===== config.mk =====
export PLATFORM = sky130hd
export DESIGN_NAME = cpu_sequencer
export DESIGN_NICKNAME = d
export VERILOG_FILES = /design/src/rtl/cpu_sequencer.sv
export SDC_FILE = /design/constraint.sdc
export NUM_CORES = 1
export LEC_CHECK = 0
export ABC_AREA = 1
export BUFFER_PORTS_ARGS = -buffer_cell sky130_fd_sc_hd__buf_2
export CAP_MARGIN = 20
export CELL_PAD_IN_SITES_DETAIL_PLACEMENT = 0
export CELL_PAD_IN_SITES_GLOBAL_PLACEMENT = 2
export CORE_MARGIN = 2
export CORE_UTILIZATION = 22
export DETAILED_ROUTE_END_ITERATION = 8
export PLACE_DENSITY = 0.83
export SYNTH_ARGS = -nofsm -noshare
export SYNTH_HDL_FRONTEND = slang
export SYNTH_SLANG_ARGS = --single-unit

===== constraint.sdc =====
create_clock -name clk -period 2.9 [get_ports clk]
set_input_delay 0.145 -clock clk [delete_from_list [all_inputs] [get_ports clk]]
set_output_delay 0.145 -clock clk [all_outputs]
set_load 0.01 [all_outputs]

===== src/rtl/cpu_sequencer.sv =====
// cpu_sequencer: 8-phase instruction-cycle controller for the accumulator CPU.
// Optional single-step gate at phase 0 when SEQ_STEP_EN is defined.
module cpu_sequencer (
  input  logic       clk,
  input  logic       rst_,
`ifdef SEQ_STEP_EN
  input  logic       step,
`endif
  input  logic [2:0] opcode,
  input  logic       zero,
  output logic [2:0] phase,
  output logic       sel,
  output logic       rd,
  output logic       ld_ir,
  output logic       inc_pc,
  output logic       ld_pc,
  output logic       data_e,
  output logic       ld_ac,
  output logic       wr,
  output logic       halt
);

  typedef enum logic [2:0] {
    INST_ADDR  = 3'd0,
    INST_FETCH = 3'd1,
    INST_LOAD  = 3'd2,
    IDLE       = 3'd3,
    OP_ADDR    = 3'd4,
    OP_FETCH   = 3'd5,
    ALU_OP     = 3'd6,
    STORE      = 3'd7
  } phase_t;

  localparam logic [2:0] OP_HLT = 3'b000;
  localparam logic [2:0] OP_SKZ = 3'b001;
  localparam logic [2:0] OP_ADD = 3'b010;
  localparam logic [2:0] OP_AND = 3'b011;
  localparam logic [2:0] OP_XOR = 3'b100;
  localparam logic [2:0] OP_LDA = 3'b101;
  localparam logic [2:0] OP_STO = 3'b110;
  localparam logic [2:0] OP_JMP = 3'b111;

  phase_t phase_q;
  phase_t phase_d;
  logic   halted_q;
  logic   halted_d;

  logic   is_hlt;
  logic   is_skz;
  logic   is_jmp;
  logic   is_sto;
  logic   aluop;
  logic   hold0;

  assign phase = phase_q;

  // Opcode class decode; unknown opcodes fall to the inert default.
  always_comb begin
    is_hlt = 1'b0;
    is_skz = 1'b0;
    is_jmp = 1'b0;
    is_sto = 1'b0;
    aluop  = 1'b0;
    case (opcode)
      OP_HLT: is_hlt = 1'b1;
      OP_SKZ: is_skz = 1'b1;
      OP_ADD: aluop  = 1'b1;
      OP_AND: aluop  = 1'b1;
      OP_XOR: aluop  = 1'b1;
      OP_LDA: aluop  = 1'b1;
      OP_STO: is_sto = 1'b1;
      OP_JMP: is_jmp = 1'b1;
      default: ;
    endcase
  end

  // Phase-0 stall request from the single-step gate.
`ifdef SEQ_STEP_EN
  assign hold0 = (phase_q == INST_ADDR) && !step;
`else
  assign hold0 = 1'b0;
`endif

  // Phase and halted-flag registers with synchronous reset.
  always_ff @(posedge clk) begin
    if (!rst_) begin
      phase_q  <= INST_ADDR;
      halted_q <= 1'b0;
    end else begin
      phase_q  <= phase_d;
      halted_q <= halted_d;
    end
  end

  // Next phase: advance and wrap, freeze on halt or step stall.
  always_comb begin
    phase_d  = phase_t'(phase_q + 3'd1);
    halted_d = halted_q;
    if (halted_q) begin
      phase_d = phase_q;
    end else if (phase_q == OP_ADDR && is_hlt) begin
      phase_d  = OP_ADDR;
      halted_d = 1'b1;
    end else if (hold0) begin
      phase_d = INST_ADDR;
    end
  end

  // Strobe decode from registered phase/halted plus opcode and zero.
  always_comb begin
    sel    = 1'b0;
    rd     = 1'b0;
    ld_ir  = 1'b0;
    inc_pc = 1'b0;
    ld_pc  = 1'b0;
    data_e = 1'b0;
    ld_ac  = 1'b0;
    wr     = 1'b0;
    halt   = 1'b0;
    if (halted_q) begin
      halt = 1'b1;
    end else begin
      case (phase_q)
        INST_ADDR: begin
          sel = 1'b1;
        end
        INST_FETCH: begin
          sel = 1'b1;
          rd  = 1'b1;
        end
        INST_LOAD, IDLE: begin
          sel   = 1'b1;
          rd    = 1'b1;
          ld_ir = 1'b1;
        end
        OP_ADDR: begin
          halt   = is_hlt;
          inc_pc = !is_hlt;
        end
        OP_FETCH: begin
          rd = aluop;
        end
        ALU_OP: begin
          rd     = aluop;
          inc_pc = is_skz && zero;
          ld_pc  = is_jmp;
          data_e = is_sto;
        end
        STORE: begin
          rd     = aluop;
          ld_ac  = aluop;
          ld_pc  = is_jmp;
          data_e = is_sto;
          wr     = is_sto;
        end
        default: ;
      endcase
    end
  end

endmodule

==> results.md, run 1 <==
* Core Area at 1510 µm²
* Synthesized Nets at 62
* Total Routing Usage GR at 0.105
* Count of state elements after synthesis at 4
* Hold Path Origin: rst_
* Crit path time final at 1.61 ns
* Hold depth at 3
* Setup bufs post-CTS at 0
* Avg WL per Cell at 10.1 µm
* Worst Hold Class: primary input to register
* Seq pwr share at 0.348
* Final core utilization at 0.321
* Most used cell, CP: ha_1
* Reg clk slew, reported paths at 0.04 ns
* Switching Fraction at 0.332
* Clock tree buffer depth at 2
* Crit path capture type: primary output
* Initial DRC Count at 5
* Peak VDD IR at 207 µV
* Worst-Margin Slew at 0.298 ns
* NetSw at 0.0000656 W
* # setup viols final at 0
* Clock Latency Late Sink at 0.23 ns
* Crit Path Max Fanout at 7
* RSZ-0062 raised after global routing: no
* Hold buffers post-CTS at 0
* Commonest non-fill, non-tap cells in the layout: 17 x buf_2, 8 x nand2_1, 6 x inv_1, 6 x nor2_1, 5 x ha_1
* Combinational share of power at 0.303
* Max-Cap Viols at 0
* Mapped Area at 357 µm²
* Die H at 44.3 µm
* Pint at 0.000132 W
* Largest net degree at the start of global routing at 10
* Yosys warns at 0
* Initial antenna violation count at 0
* Slew Limit Fails at 0
* Worst Hold End: phase[0]$_SDFFE_PN0N_
* First drt pass iteration count at 2
* Worst clock skew at 0.00203 ns
* R2R cell count at 8
* Ports at 18
* Vias at 385
* CP Launch Type: register
* H-tree lvl count at 1
* Die ar. at 1960 µm²
* Fin nets at 84
* Critical Path AT at 1.47 ns
* Synth Instances at 51
* Sequential share of the synthesized area at 0.225
* Most common cell after layout, fill and taps aside: buf_2
* Layout cells sized above 1 at 0.394
* Outcome: complete, no violations
* Ant diodes at 0
* Syn avg cell area at 6.99 µm²
* Rel. slew slack at 0.801
* Clock Sinks at 4
* Die Width at 44.3 µm
* First-pass GRT wire length at 1530 µm
* Number of global-route vias before repair at 359
* Pwr dens at 408 nW/µm²
* Final period util at 0.556
* Clock share of power at 0.348
* DP Area at 462 µm²
* CTS tree: built
* Site Rows at 14
* P_leak at 0.272 nW
* Crit path cell chain: ha_1 -> ha_1 -> inv_1 -> nor4_1 -> buf_2
* Req. time, crit path at 2.76 ns
* Overall Power at 0.000198 W
* Final hold violation count at 0
* Largest stage delay, worst path at 0.43 ns
* Netlist cell types at 17
* R2R Setup Slk at 1.64 ns
* CTS Buf Count at 3
* Antenna Nets Post-Route at 0
* Peak Freq at 0.620 GHz
* Resized Gates After CTS at 0
* Port bufs at 17
* Final WL at 879 µm
* Terminus of the critical flop-to-flop path: phase[2]$_SDFFE_PN0N_
* Setup_tns at 0 ns
* CP max stage cell: dfxtp_1
* Critical setup path kind: register to primary output
* GPL Wtd Cong at 0.733
* Vias per cell at 4.43
* Design area at 484 µm²
* DRC viols at 0
* FF-to-FF Start: phase[1]$_SDFFE_PN0N_
* Root Driver: clkbuf_4
* Initial Util at 0.237
* Total grt overflow at 0
* Area grow syn2layout at 35.8%
## critical path, delay by kind of cell (launching register included)
kind	cells	cell delay, ns
simple gates	1	0.23
flops	1	0.43
buf+inv	2	0.23
fa+ha+maj	2	0.35
## state kept, by name, indices dropped and copies added (netlist names)
name / count
halted_q: 1
phase: 3
## cells in the mapped netlist, drive strengths merged
library cell | n | area [µm²]
nand4 | 1 | 6.26
nor3 | 3 | 15.0
ha | 5 | 62.6
nor2 | 7 | 33.8
o21ai | 3 | 18.8
nand3 | 4 | 32.5
inv | 9 | 33.8
nor4 | 1 | 6.26
dfxtp | 4 | 80.1
nand2 | 10 | 47.6
a21oi | 4 | 20.0
## per-stage QoR
| stage | worst slack (ns) | std cells | hold slack [ns] |
|---|---|---|---|
| 2_1_floorplan | 1.50 | 51 | 0.283 |
| 3_3_place_gp | 1.57 | 84 | 0.402 |
| 3_5_place_dp | 1.54 | 84 | 0.404 |
| 4_1_cts | 1.29 | 87 | 0.163 |
| 5_1_grt | 1.17 | 87 | 0.216 |
| 6_report | 1.29 | 87 | 0.173 |
## layout make-up
| type | count | area (µm²) |
|---|---|---|
| Fill cell | 186 | 1020 |
| Multi-Input combinational cell | 38 | 243 |
| Timing Repair Buffer | 17 | 85.1 |
| Sequential cell | 4 | 80.1 |
| Inverter | 9 | 33.8 |
| Clock buffer | 3 | 22.5 |
| Tap cell | 16 | 20.0 |
## layer usage
metal	up-vias	wire, µm	GRT usage
li1	205	-	-
met1	169	431	0.145
met2	11	391	0.150
met3	0	56	0.0122
met4	0	0	0.0727
met5	-	0	0
## worst max-delay path by stage
stage          endpoint             startpoint  slack (ns)  depth (start not counted)
2_1_floorplan     ld_ac  phase[1]$_SDFFE_PN0N_        1.50                          4
3_3_place_gp      ld_ac  phase[1]$_SDFFE_PN0N_        1.57                          5
3_5_place_dp      ld_ac  phase[1]$_SDFFE_PN0N_        1.54                          5
4_1_cts           ld_ac  phase[1]$_SDFFE_PN0N_        1.29                          5
5_1_grt           ld_ac  phase[1]$_SDFFE_PN0N_        1.17                          5
6_report          ld_ac  phase[1]$_SDFFE_PN0N_        1.29                          5
## cells by family (layout without fill, tap and decap cells)
family / Yosys count / count (layout) / share of synthesized area
flops: 4 / 4 / 0.225
fa+ha+maj: 5 / 5 / 0.175
buf+inv: 9 / 29 / 0.0947
simple gates: 26 / 26 / 0.397
compound gates: 7 / 7 / 0.109
## power by group through the flow
stage	logic (W)	registers, W	clock network, W
final	0.0000599	0.0000688	0.0000688
after global routing	0.0000692	0.0000701	0.0000757
after CTS	0.0000611	0.0000687	0.0000716
after detailed placement	0.0000609	0.0000696	0
after global placement	0.0000619	0.0000689	0
after floorplan	0.0000363	0.0000702	0
Power figures use the tool's default switching activity.
==> run 2, diff against run 1 <==
- CORE_UTILIZATION: 22 -> 21
- PLACE_DENSITY: 0.83 -> 0.8
- clock period: 2.9 -> 1.6 ns (I/O delays scaled with it)
==> results.md, run 2 (synthesized netlist as in run 1, its figures left out) <==
* P_leak at 0.277 nW (+2.1%)
* GPL Wtd Cong at 0.658 (-10%)
* Most used cell, CP: ha_1
* Final hold violation count at 0 (unchanged)
* Peak VDD IR at 280 µV (+36%)
* Max reg flops at 3 (unchanged)
* R2R cell count at 8 (unchanged)
* Reg clk slew, reported paths at 0.05 ns (about the same)
* Clock share of power at 0.368 (+0.020)
* Req. time, crit path at 1.52 ns (-1.24 ns)
* Outcome: complete, no violations
* Core Area at 1540 µm² (+2.3%)
* Commonest non-fill, non-tap cells in the layout: 17 x buf_2, 8 x nand2_1, 6 x inv_1, 6 x nor2_1, 5 x ha_1
* Die Width at 45.2 µm (+2.1%)
* Final period util at 0.933
* R2R Setup Slk at 0.40 ns (-1.24 ns)
* CTS Buf Count at 3 (unchanged)
* Max-Cap Viols at 0 (unchanged)
* NetSw at 0.000134 W (+100%)
* Initial Util at 0.231 (-0.00538)
* Setup_tns at 0 ns (unchanged)
* Pwr dens at 767 nW/µm² (+88%)
* H-tree lvl count at 1 (unchanged)
* Hold buffers post-CTS at 0 (unchanged)
* Rel. slew slack at 0.813 (+0.0125)
* Crit Path Max Fanout at 7 (unchanged)
* DRC viols at 0 (unchanged)
* Vias per cell at 4.45 (+0.66%)
* Initial DRC Count at 6 (+1)
* Total Routing Usage GR at 0.0991 (-0.00585)
* Hold depth at 3 (unchanged)
* Die ar. at 2040 µm² (+4.3%)
* Crit path capture type: primary output
* Worst hold slack at 0.0888 ns (-0.0845 ns)
* Pint at 0.000244 W (+85%)
* Slew Limit Fails at 0 (unchanged)
* # setup viols final at 0 (unchanged)
* Clock Latency Late Sink at 0.25 ns (+0.02 ns)
* First-pass GRT wire length at 1430 µm (-6.7%)
* Clock Sinks at 4 (unchanged)
* Layout cells sized above 1 at 0.417 (+0.0223)
* Die H at 45.2 µm (+2.1%)
* CP max stage cell: dfxtp_2
* Critical Path AT at 1.41 ns (-0.06 ns)
* Largest stage delay, worst path at 0.38 ns (-0.05 ns)
* Area grow syn2layout at 38.2%
* Vias at 392 (+1.8%)
* Ports at 18 (unchanged)
* Ant diodes at 0 (unchanged)
* Critical setup path kind: register to primary output
* Most common cell after layout, fill and taps aside: buf_2
* Fin nets at 85 (+1.2%)
* Peak Freq at 0.670 GHz
* Port bufs at 17 (unchanged)
* Crit path time final at 1.49 ns
* Worst Hold Class: primary input to register
* Switching Fraction at 0.354 (+0.0223)
* CTS tree: built
* RSZ-0062 raised after global routing: no
* Largest net degree at the start of global routing at 9 (-1)
* Antenna Nets Post-Route at 0 (unchanged)
* HPWL after DPL at 734 µm
* Worst-Margin Slew at 0.280 ns (-0.0187 ns)
* Clock tree buffer depth at 2 (unchanged)
* Initial antenna violation count at 0 (unchanged)
* Final WL at 935 µm (+6.4%)
* CP Launch Type: register
* Crit path cell chain: ha_1 -> ha_1 -> inv_1 -> nor4_1 -> buf_2
* Avg WL per Cell at 10.6 µm (+5.2%)
* Site Rows at 14 (unchanged)
* Seq pwr share at 0.319 (-0.029)
* Combinational share of power at 0.313 (+0.010)
* First drt pass iteration count at 3 (+1)
* Number of global-route vias before repair at 342 (-4.7%)
* Total grt overflow at 0 (unchanged)
* Root Driver: clkbuf_4
* Worst clock skew at 0.00743 ns (+0.00540 ns)
run 2: changes by cell type in the layout (fill, tap and decap cells not counted):
cell / change
buf_4: +1
dfxtp_1: -1
dfxtp_2: +1
run 2: final cells by class:
| type | instances | area (µm²) |
|---|---|---|
| sequential | 4 | 81.3 |
| clock buffer | 3 | 22.5 |
| fill | 181 | 1050 |
| inverter | 9 | 33.8 |
| tap | 16 | 20.0 |
| multi-input combinational | 38 | 243 |
| timing repair buffer | 18 | 92.6 |
run 2: per-layer routing:
metal / part of all wire / global-route usage / up-vias / wire length, µm
li1: - / - / 208 / -
met5: 0 / 0 / - / 0
met1: 0.47 / 0.127 / 172 / 440
met2: 0.43 / 0.140 / 10 / 406
met4: 0.020 / 0.0706 / 0 / 19
met3: 0.073 / 0.0280 / 2 / 68
run 2: critical path: cells and delay by family, from the launching register on:
kind                     cells  cell delay, ns
flip-flops                   1            0.38
adder cells (fa/ha/maj)      2            0.31
AND/OR/NAND/NOR              1            0.24
buffers and inverters        2            0.22
run 2: timing repair:
action / CTS / global route
gates resized for setup: 0 / 1
setup endpoints to repair: 0 / 1
setup buffers: 0 / 0
run 2: stage by stage:
stage                     area (µm²)  setup slack, ns  cells  utilization  total power (W)
after CTS                        492           0.0409     88        0.319         0.000378
after global placement           469            0.340     85        0.304         0.000242
after detailed placement         469            0.311     85        0.304         0.000242
after floorplan                  357            0.266     51            -         0.000193
final                            493            0.108     88        0.320         0.000378
after global routing             493           0.0493     88        0.320         0.000399
run 2: path summary, 6_finish.rpt:
check / startpoint / endpoint
worst max-delay path: phase[1]$_SDFFE_PN0N_ / ld_ac
worst min-delay path: rst_ / phase[0]$_SDFFE_PN0N_
worst max register to register: phase[0]$_SDFFE_PN0N_ / phase[2]$_SDFFE_PN0N_
worst min register to register: phase[1]$_SDFFE_PN0N_ / phase[1]$_SDFFE_PN0N_
run 2: power groups by stage:
| stage | logic [W] | registers (W) | clock network (W) |
|---|---|---|---|
| after floorplan | 0.0000659 | 0.000127 | 0 |
| after global placement | 0.000122 | 0.000120 | 0 |
| after detailed placement | 0.000121 | 0.000121 | 0 |
| after CTS | 0.000121 | 0.000119 | 0.000138 |
| after global routing | 0.000134 | 0.000122 | 0.000142 |
| final | 0.000118 | 0.000121 | 0.000139 |
